<file path="config.mk">
export PLATFORM = sky130hd
export DESIGN_NAME = stream_pixel_blend_flat
export DESIGN_NICKNAME = d
export VERILOG_FILES = /design/src/rtl/blend_pkg.sv /design/src/rtl/stream_pixel_blend_if.sv /design/src/rtl/blend_channel_alu.sv /design/src/rtl/stream_pixel_blend.sv /design/src/flat_wrapper.sv
export SDC_FILE = /design/constraint.sdc
export NUM_CORES = 1
export LEC_CHECK = 0
export BUFFER_PORTS_ARGS = -buffer_cell sky130_fd_sc_hd__clkbuf_2
export CAP_MARGIN = 20
export CELL_PAD_IN_SITES_DETAIL_PLACEMENT = 0
export CELL_PAD_IN_SITES_GLOBAL_PLACEMENT = 1
export CORE_ASPECT_RATIO = 0.9
export CORE_MARGIN = 2
export CORE_UTILIZATION = 48
export CTS_CLUSTER_SIZE = 20
export DETAILED_ROUTE_END_ITERATION = 6
export PLACE_DENSITY_LB_ADDON = 0.08
export SYNTH_ARGS = -nofsm -noshare
export SYNTH_HDL_FRONTEND = slang
export SYNTH_SLANG_ARGS = --single-unit
</file>
<file path="constraint.sdc">
create_clock -name clk -period 6.85 [get_ports clk]
set_input_delay 0.3425 -clock clk [delete_from_list [all_inputs] [get_ports clk]]
set_output_delay 0.3425 -clock clk [all_outputs]
set_load 0.005 [all_outputs]
</file>
<file path="src/rtl/blend_pkg.sv">
// Shared types and constants for the streaming pixel blender.
package blend_pkg;

  localparam int unsigned MODE_W = 2;

  typedef enum logic [MODE_W-1:0] {
    BM_ADD_SAT = 2'd0,
    BM_SUB_SAT = 2'd1,
    BM_AVG     = 2'd2,
    BM_ALPHA   = 2'd3
  } blend_mode_e;

  typedef enum logic [1:0] {
    ST_IDLE  = 2'd0,
    ST_RUN   = 2'd1,
    ST_FLUSH = 2'd2,
    ST_DONE  = 2'd3
  } blend_state_e;

endpackage

</file>
<file path="src/rtl/stream_pixel_blend_if.sv">
// Paired-pixel input stream and blended output stream of the blender.
interface stream_pixel_blend_if #(
    parameter int unsigned PIX_W    = 8,
    parameter int unsigned CHANNELS = 1
);
    logic                      s_valid;
    logic                      s_ready;
    logic [CHANNELS*PIX_W-1:0] orig_pix;
    logic [CHANNELS*PIX_W-1:0] sharp_pix;
    logic                      m_valid;
    logic                      m_ready;
    logic [CHANNELS*PIX_W-1:0] m_pix;
    logic                      m_eol;
    logic                      m_eof;

    // Block-side view.
    modport slave (
        input  s_valid, orig_pix, sharp_pix, m_ready,
        output s_ready, m_valid, m_pix, m_eol, m_eof
    );

    // Environment-side view.
    modport master (
        output s_valid, orig_pix, sharp_pix, m_ready,
        input  s_ready, m_valid, m_pix, m_eol, m_eof
    );
endinterface

</file>
<file path="src/rtl/blend_channel_alu.sv">
// Single-channel blend arithmetic: stage 1 registers operands/products,
// stage 2 registers the add/shift/clamp result.
module blend_channel_alu
    import blend_pkg::*;
#(
    parameter int unsigned PIX_W   = 8,
    parameter int unsigned ALPHA_W = 8
) (
    input  logic               clk,
    input  logic               reset,
    input  logic               load1,
    input  logic               load2,
    input  logic [MODE_W-1:0]  mode,
    input  logic [ALPHA_W-1:0] alpha,
    input  logic [PIX_W-1:0]   orig,
    input  logic [PIX_W-1:0]   sharp,
    output logic [PIX_W-1:0]   result
);
    localparam int unsigned W = PIX_W + ALPHA_W + 1;
    localparam logic [W-1:0] MAX    = W'({PIX_W{1'b1}});
    localparam logic [W-1:0] ONE_A  = W'(1) << ALPHA_W;
    localparam logic [W-1:0] HALF_A = W'(1) << (ALPHA_W - 1);

    logic [W-1:0]     wt_o, wt_s;
    logic [W-1:0]     term_o_d, term_s_d, term_o_q, term_s_q;
    logic [W-1:0]     sum, rnd, scaled;
    logic [PIX_W-1:0] diff, result_d, result_q;

    // Non-alpha modes pass raw operands so stage 2 sees plain o and s.
    always_comb begin
        wt_s = W'(alpha);
        wt_o = ONE_A - wt_s;
        if (mode == BM_ALPHA) begin
            term_o_d = W'(orig) * wt_o;
            term_s_d = W'(sharp) * wt_s;
        end else begin
            term_o_d = W'(orig);
            term_s_d = W'(sharp);
        end
    end

    always_comb begin
        sum      = term_o_q + term_s_q;
        rnd      = sum + HALF_A;
        scaled   = rnd >> ALPHA_W;
        diff     = term_o_q[PIX_W-1:0] - term_s_q[PIX_W-1:0];
        result_d = '0;
        case (mode)
            BM_ADD_SAT: result_d = (sum > MAX) ? MAX[PIX_W-1:0] : sum[PIX_W-1:0];
            BM_SUB_SAT: result_d = (term_o_q >= term_s_q) ? diff : '0;
            BM_AVG:     result_d = sum[PIX_W:1];
            BM_ALPHA:   result_d = (scaled > MAX) ? MAX[PIX_W-1:0] : scaled[PIX_W-1:0];
            default:    result_d = '0;
        endcase
    end

    always_ff @(posedge clk) begin
        if (reset) begin
            term_o_q <= '0;
            term_s_q <= '0;
            result_q <= '0;
        end else begin
            if (load1) begin
                term_o_q <= term_o_d;
                term_s_q <= term_s_d;
            end
            if (load2) begin
                result_q <= result_d;
            end
        end
    end

    assign result = result_q;

endmodule

</file>
<file path="src/rtl/stream_pixel_blend.sv">
// Streaming per-frame pixel blender: frame FSM, row/col tracking and a
// two-stage valid/ready pipeline wrapped around per-channel ALUs.
module stream_pixel_blend
    import blend_pkg::*;
#(
    parameter int unsigned PIX_W    = 8,
    parameter int unsigned CHANNELS = 1,
    parameter int unsigned ROWS     = 512,
    parameter int unsigned COLS     = 512,
    parameter int unsigned ALPHA_W  = 8
) (
    input  logic               clk,
    input  logic               reset,
    input  logic               start,
    input  logic [MODE_W-1:0]  mode,
    input  logic [ALPHA_W-1:0] alpha,
    stream_pixel_blend_if.slave bus,
    output logic               busy,
    output logic               done
);
    localparam int unsigned DW    = CHANNELS * PIX_W;
    localparam int unsigned ROW_W = (ROWS > 1) ? $clog2(ROWS) : 1;
    localparam int unsigned COL_W = (COLS > 1) ? $clog2(COLS) : 1;
    localparam logic [ROW_W-1:0] LAST_ROW = ROW_W'(ROWS - 1);
    localparam logic [COL_W-1:0] LAST_COL = COL_W'(COLS - 1);

    blend_state_e       state_q, state_d;
    logic [MODE_W-1:0]  mode_q, mode_d;
    logic [ALPHA_W-1:0] alpha_q, alpha_d;
    logic [ROW_W-1:0]   row_q, row_d;
    logic [COL_W-1:0]   col_q, col_d;
    logic               v1_q, v1_d, eol1_q, eol1_d, eof1_q, eof1_d;
    logic               v2_q, v2_d, eol2_q, eol2_d, eof2_q, eof2_d;
    logic               adv2, in_xfer, last_col, last_pix;
    logic [DW-1:0]      orig_w, sharp_w, pix_w;

    // Stage 1 moves into stage 2 when stage 2 is empty or being drained.
    assign adv2        = v1_q && (!v2_q || bus.m_ready);
    assign bus.s_ready = (state_q == ST_RUN) && (!v1_q || adv2);
    assign in_xfer     = bus.s_valid && bus.s_ready;
    assign last_col    = (col_q == LAST_COL);
    assign last_pix    = last_col && (row_q == LAST_ROW);

    always_comb begin
        state_d = state_q;
        mode_d  = mode_q;
        alpha_d = alpha_q;
        row_d   = row_q;
        col_d   = col_q;
        case (state_q)
            ST_IDLE, ST_DONE: begin
                if (start) begin
                    state_d = ST_RUN;
                    mode_d  = mode;
                    alpha_d = alpha;
                    row_d   = '0;
                    col_d   = '0;
                end
            end
            ST_RUN: begin
                if (in_xfer && last_pix) state_d = ST_FLUSH;
            end
            ST_FLUSH: begin
                if (!v1_q && !v2_q) state_d = ST_DONE;
            end
            default: state_d = ST_IDLE;
        endcase
        if (in_xfer) begin
            if (last_col) begin
                col_d = '0;
                row_d = last_pix ? '0 : row_q + 1'b1;
            end else begin
                col_d = col_q + 1'b1;
            end
        end
    end

    always_comb begin
        v1_d   = in_xfer ? 1'b1 : (adv2 ? 1'b0 : v1_q);
        eol1_d = in_xfer ? last_col : eol1_q;
        eof1_d = in_xfer ? last_pix : eof1_q;
        v2_d   = adv2 ? 1'b1 : (bus.m_ready ? 1'b0 : v2_q);
        eol2_d = adv2 ? eol1_q : eol2_q;
        eof2_d = adv2 ? eof1_q : eof2_q;
    end

    always_ff @(posedge clk) begin
        if (reset) begin
            state_q <= ST_IDLE;
            mode_q  <= '0;
            alpha_q <= '0;
            row_q   <= '0;
            col_q   <= '0;
            v1_q    <= 1'b0;
            eol1_q  <= 1'b0;
            eof1_q  <= 1'b0;
            v2_q    <= 1'b0;
            eol2_q  <= 1'b0;
            eof2_q  <= 1'b0;
        end else begin
            state_q <= state_d;
            mode_q  <= mode_d;
            alpha_q <= alpha_d;
            row_q   <= row_d;
            col_q   <= col_d;
            v1_q    <= v1_d;
            eol1_q  <= eol1_d;
            eof1_q  <= eof1_d;
            v2_q    <= v2_d;
            eol2_q  <= eol2_d;
            eof2_q  <= eof2_d;
        end
    end

    assign orig_w  = bus.orig_pix;
    assign sharp_w = bus.sharp_pix;

    for (genvar c = 0; c < CHANNELS; c++) begin : g_lane
        blend_channel_alu #(
            .PIX_W  (PIX_W),
            .ALPHA_W(ALPHA_W)
        ) u_alu (
            .clk   (clk),
            .reset (reset),
            .load1 (in_xfer),
            .load2 (adv2),
            .mode  (mode_q),
            .alpha (alpha_q),
            .orig  (orig_w[c*PIX_W +: PIX_W]),
            .sharp (sharp_w[c*PIX_W +: PIX_W]),
            .result(pix_w[c*PIX_W +: PIX_W])
        );
    end

    assign bus.m_valid = v2_q;
    assign bus.m_pix   = pix_w;
    assign bus.m_eol   = eol2_q;
    assign bus.m_eof   = eof2_q;
    assign busy        = (state_q == ST_RUN) || (state_q == ST_FLUSH);
    assign done        = (state_q == ST_DONE);

endmodule

</file>
<file path="src/flat_wrapper.sv">
// flat-port wrapper written by rule: the top's interface ports become plain ports
module stream_pixel_blend_flat import blend_pkg::*;
#(
    parameter int unsigned PIX_W    = 8,
    parameter int unsigned CHANNELS = 1,
    parameter int unsigned ROWS     = 512,
    parameter int unsigned COLS     = 512,
    parameter int unsigned ALPHA_W  = 8
)
  (clk, reset, start, mode, alpha, busy, done, bus_s_valid, bus_orig_pix, bus_sharp_pix, bus_m_ready, bus_s_ready, bus_m_valid, bus_m_pix, bus_m_eol, bus_m_eof);
  stream_pixel_blend_if #(.PIX_W(PIX_W), .CHANNELS(CHANNELS)) bus_i ();
  input  logic clk;
  input  logic reset;
  input  logic start;
  input  logic [MODE_W-1:0] mode;
  input  logic [ALPHA_W-1:0] alpha;
  output logic busy;
  output logic done;
  input wire logic [$bits(bus_i.s_valid)-1:0] bus_s_valid;
  input wire logic [$bits(bus_i.orig_pix)-1:0] bus_orig_pix;
  input wire logic [$bits(bus_i.sharp_pix)-1:0] bus_sharp_pix;
  input wire logic [$bits(bus_i.m_ready)-1:0] bus_m_ready;
  output wire logic [$bits(bus_i.s_ready)-1:0] bus_s_ready;
  output wire logic [$bits(bus_i.m_valid)-1:0] bus_m_valid;
  output wire logic [$bits(bus_i.m_pix)-1:0] bus_m_pix;
  output wire logic [$bits(bus_i.m_eol)-1:0] bus_m_eol;
  output wire logic [$bits(bus_i.m_eof)-1:0] bus_m_eof;
  assign bus_i.s_valid = bus_s_valid;
  assign bus_i.orig_pix = bus_orig_pix;
  assign bus_i.sharp_pix = bus_sharp_pix;
  assign bus_i.m_ready = bus_m_ready;
  assign bus_s_ready = bus_i.s_ready;
  assign bus_m_valid = bus_i.m_valid;
  assign bus_m_pix = bus_i.m_pix;
  assign bus_m_eol = bus_i.m_eol;
  assign bus_m_eof = bus_i.m_eof;
  stream_pixel_blend #(.PIX_W(PIX_W), .CHANNELS(CHANNELS), .ROWS(ROWS), .COLS(COLS), .ALPHA_W(ALPHA_W)) u_core (.clk(clk), .reset(reset), .start(start), .mode(mode), .alpha(alpha), .bus(bus_i), .busy(busy), .done(done));
endmodule
</file>
==> flow_summary.yaml <==
sta:
  tns_ps: 0
  slew_headroom_pct: 37.2
  rsz0062_at_grt: "no"
  holdWs_ps: 206
  hold_violations: 0
  finalCritPeriodShare_pct: 84.6
  finalSetupViolations: 0
  skew_ps: 12.8
  fmax_mhz: 173
  drv_slew: 0
  layout_min_cycle_time_ps: 5790
  worst_pin_slew_ps: 942
cts:
  insertion_delay_ps: 350
  clk_pin_slew_worst_paths_ps: 70
  clock-sinks: 77
  postCtsSetupBuffers: 0
  cts_hold_buf: 0
  numCtsBuffers: 9
  cts_tree: "built"
  cts_resized: 0
  ctsHtreeMaxLevel: 3
  ctsLongestPathBuffers: 2
  ctsRootBufferMaster: "clkbuf_16"
routing:
  firstDrtPassIters: 6
  drt-total-wl_mm: 23.7
  vias_per_cell: 5.46
  drtAntennaViolNets: 0
  vias: 8092
  drc_errors: 0
  drt_iter0_drc: 487
  wl_per_cell_um: 16.0
global_route:
  track_usage_pct: 22.9
  grt_max_degree: 53
  grt-ovfl-total: 0
  antenna_found_initial: 0
  grt_first_pass_wirelength_mm: 39.6
  grt_pass1_vias: 7844
cells_and_area:
  finalInstanceArea_mm2: 0.0103
  regArea_mm2: 0.00154
  nets: 1448
  antenna_cells: 0
  layout_commonest_cell: "inv_1"
  fill_cells: 2021
  area_delta_synth_final_pct: 7.19
  layout_common_cells: "inv_1 (168), nand2_1 (141), ha_1 (115)"
  multi_input_comb_area_mm2: 0.00723
  drive_gt1_share_pct: 6.76
  fin_cells: 1482
yosys:
  ys_dominant_reg_cell: "dfxtp_1"
  syn_avg_cell_area_um2: 7.92
  synth-seq-cells: 77
  ys_types: 71
  synth.net_count: 1439
  yosysWarnings: 0
  synthCells: 1213
  netlist_area_mm2: 0.00960
  async_flop_share_pct: 0
  synth_edf_count: 0
  seq_area_frac_synth_pct: 16.1
die:
  die_x_um: 153
  die_y_um: 138
  rows: 49
  dieArea_mm2: 0.0212
  core-area_mm2: 0.0198
  io_pins: 45
  start_util_pct: 48.5
placed_design:
  place_area_mm2: 0.00998
  io_buffers: 44
  hpwl_mm: 18.9
  gp_congestion: 0.829
  placed_cells: 1466
setup_path:
  crit_type: "flop to flop"
  crit_fanout: 19
  r2r-start: "u_core.alpha_q[0]$_SDFFE_PP0P_"
  required_ps: 7120
  arrival_ps: 6070
  crit_path_end_kind: "flop"
  reg2reg_slack_ps: 1060
  start_kind: "flop"
  r2r-end: "u_core.g_lane[0].u_alu.term_o_q[15]$_SDFFE_PP0P_"
  r2r_cells: 20
pwr:
  leakagePower_uw: 0.00488
  powerDensity_mw_per_mm2: 476
  ir_worst_vdd_uv: 884
min_path:
  hold_path.class: "input port to flop"
  min_path_cells: 3
  min-delay-start: "alpha[2]"
  hold_end: "u_core.alpha_q[2]$_SDFFE_PP0P_"
outcome:
  status: "complete, no violations"
job:
  maxCapViolations: 0
## routing by layer
metal | wire length [µm] | track usage [%] | up-vias
met5 | 0 | 0 | -
met4 | 346 | 5.41 | 0
met3 | 775 | 3.01 | 25
met2 | 11000 | 37.1 | 142
met1 | 11600 | 32.5 | 3845
li1 | - | - | 4080
## kinds of logic (layout without fill, tap and decap cells)
kind of cell | after synthesis | after routing | share of synthesized area, %
compound gates | 234 | 234 | 16.4
xor+xnor | 46 | 46 | 4.27
fa+ha+maj | 195 | 195 | 31.7
buf+inv | 219 | 233 | 8.64
flops | 77 | 77 | 16.1
mux | 3 | 3 | 0.339
simple gates | 439 | 439 | 22.6
## Yosys cell counts, types with 27 or more instances
library cell,count,area [µm²]
inv_1,168,631
nand2_1,141,529
ha_1,115,1440
nor2_1,83,312
and2_1,82,513
fa_1,80,1600
dfxtp_1,77,1540
a21oi_1,70,350
clkbuf_1,46,173
o21ai_0,32,160
nor3_1,28,140
xnor2_1,27,236
## how the worst max path moves through the flow
stage / cells past startpoint / end / slack (ps) / start
global route: 21 / u_core.g_lane[0].u_alu.term_o_q[13]$_SDFFE_PP0P_ / 570 / u_core.alpha_q[0]$_SDFFE_PP0P_
floorplan: 22 / u_core.g_lane[0].u_alu.term_o_q[13]$_SDFFE_PP0P_ / 1800 / u_core.alpha_q[0]$_SDFFE_PP0P_
detailed placement: 20 / u_core.g_lane[0].u_alu.term_o_q[15]$_SDFFE_PP0P_ / 1120 / u_core.alpha_q[0]$_SDFFE_PP0P_
finish: 20 / u_core.g_lane[0].u_alu.term_o_q[15]$_SDFFE_PP0P_ / 1060 / u_core.alpha_q[0]$_SDFFE_PP0P_
CTS: 21 / u_core.g_lane[0].u_alu.term_o_q[15]$_SDFFE_PP0P_ / 1100 / u_core.alpha_q[0]$_SDFFE_PP0P_
global placement: 21 / u_core.g_lane[0].u_alu.term_o_q[15]$_SDFFE_PP0P_ / 1280 / u_core.alpha_q[0]$_SDFFE_PP0P_
## worst max-delay path, stage by stage, from the launching register on
cell and delay, ps:
dfxtp_1 680, inv_1 130, ha_1 250, xnor2_1 530
nand2_1 170, fa_1 500, fa_1 550, inv_1 60
fa_1 520, inv_1 50, fa_1 520, inv_1 40
ha_1 290, inv_1 60, a21oi_1 160, o21ai_0 110
a21boi_0 360, or2_2 200, a21oi_1 80, a2111o_1 370
o211ai_1 90
## through the flow
| step | total power (µW) | worst slack [ps] | utilization [%] |
|---|---|---|---|
| 3_5_place_dp | 4400 | 1120 | 50.4 |
| 6_report | 4900 | 1060 | 52.0 |
| 4_1_cts | 4960 | 1100 | 52.0 |
| 5_1_grt | 5560 | 568 | 52.0 |
| 3_3_place_gp | 4350 | 1280 | 50.4 |
| 2_1_floorplan | 3580 | 1800 | - |
## state kept, by name, indices dropped and copies added (netlist names), 2 cells and up
name,count
u_core.g_lane.u_alu.term_o_q,17
u_core.g_lane.u_alu.term_s_q,16
u_core.col_q,9
u_core.row_q,9
u_core.alpha_q,8
u_core.g_lane.u_alu.result,8
u_core.mode_q,2
u_core.state_q,2
## report_power, final
part / internal, µW / switching, µW
sequential: 495 / 75.3
clock: 292 / 225
combinational: 1610 / 2200
## cell type report
| type | instances | share of cell area, % |
|---|---|---|
| clock buffer | 9 | 2.19 |
| clock inverter | 7 | 0.851 |
| inverter | 168 | 6.13 |
| multi-input combinational | 917 | 70.3 |
| sequential | 77 | 15.0 |
| tap | 255 | 3.10 |
| timing repair buffer | 49 | 2.50 |
(Power assumes the default switching activity.)
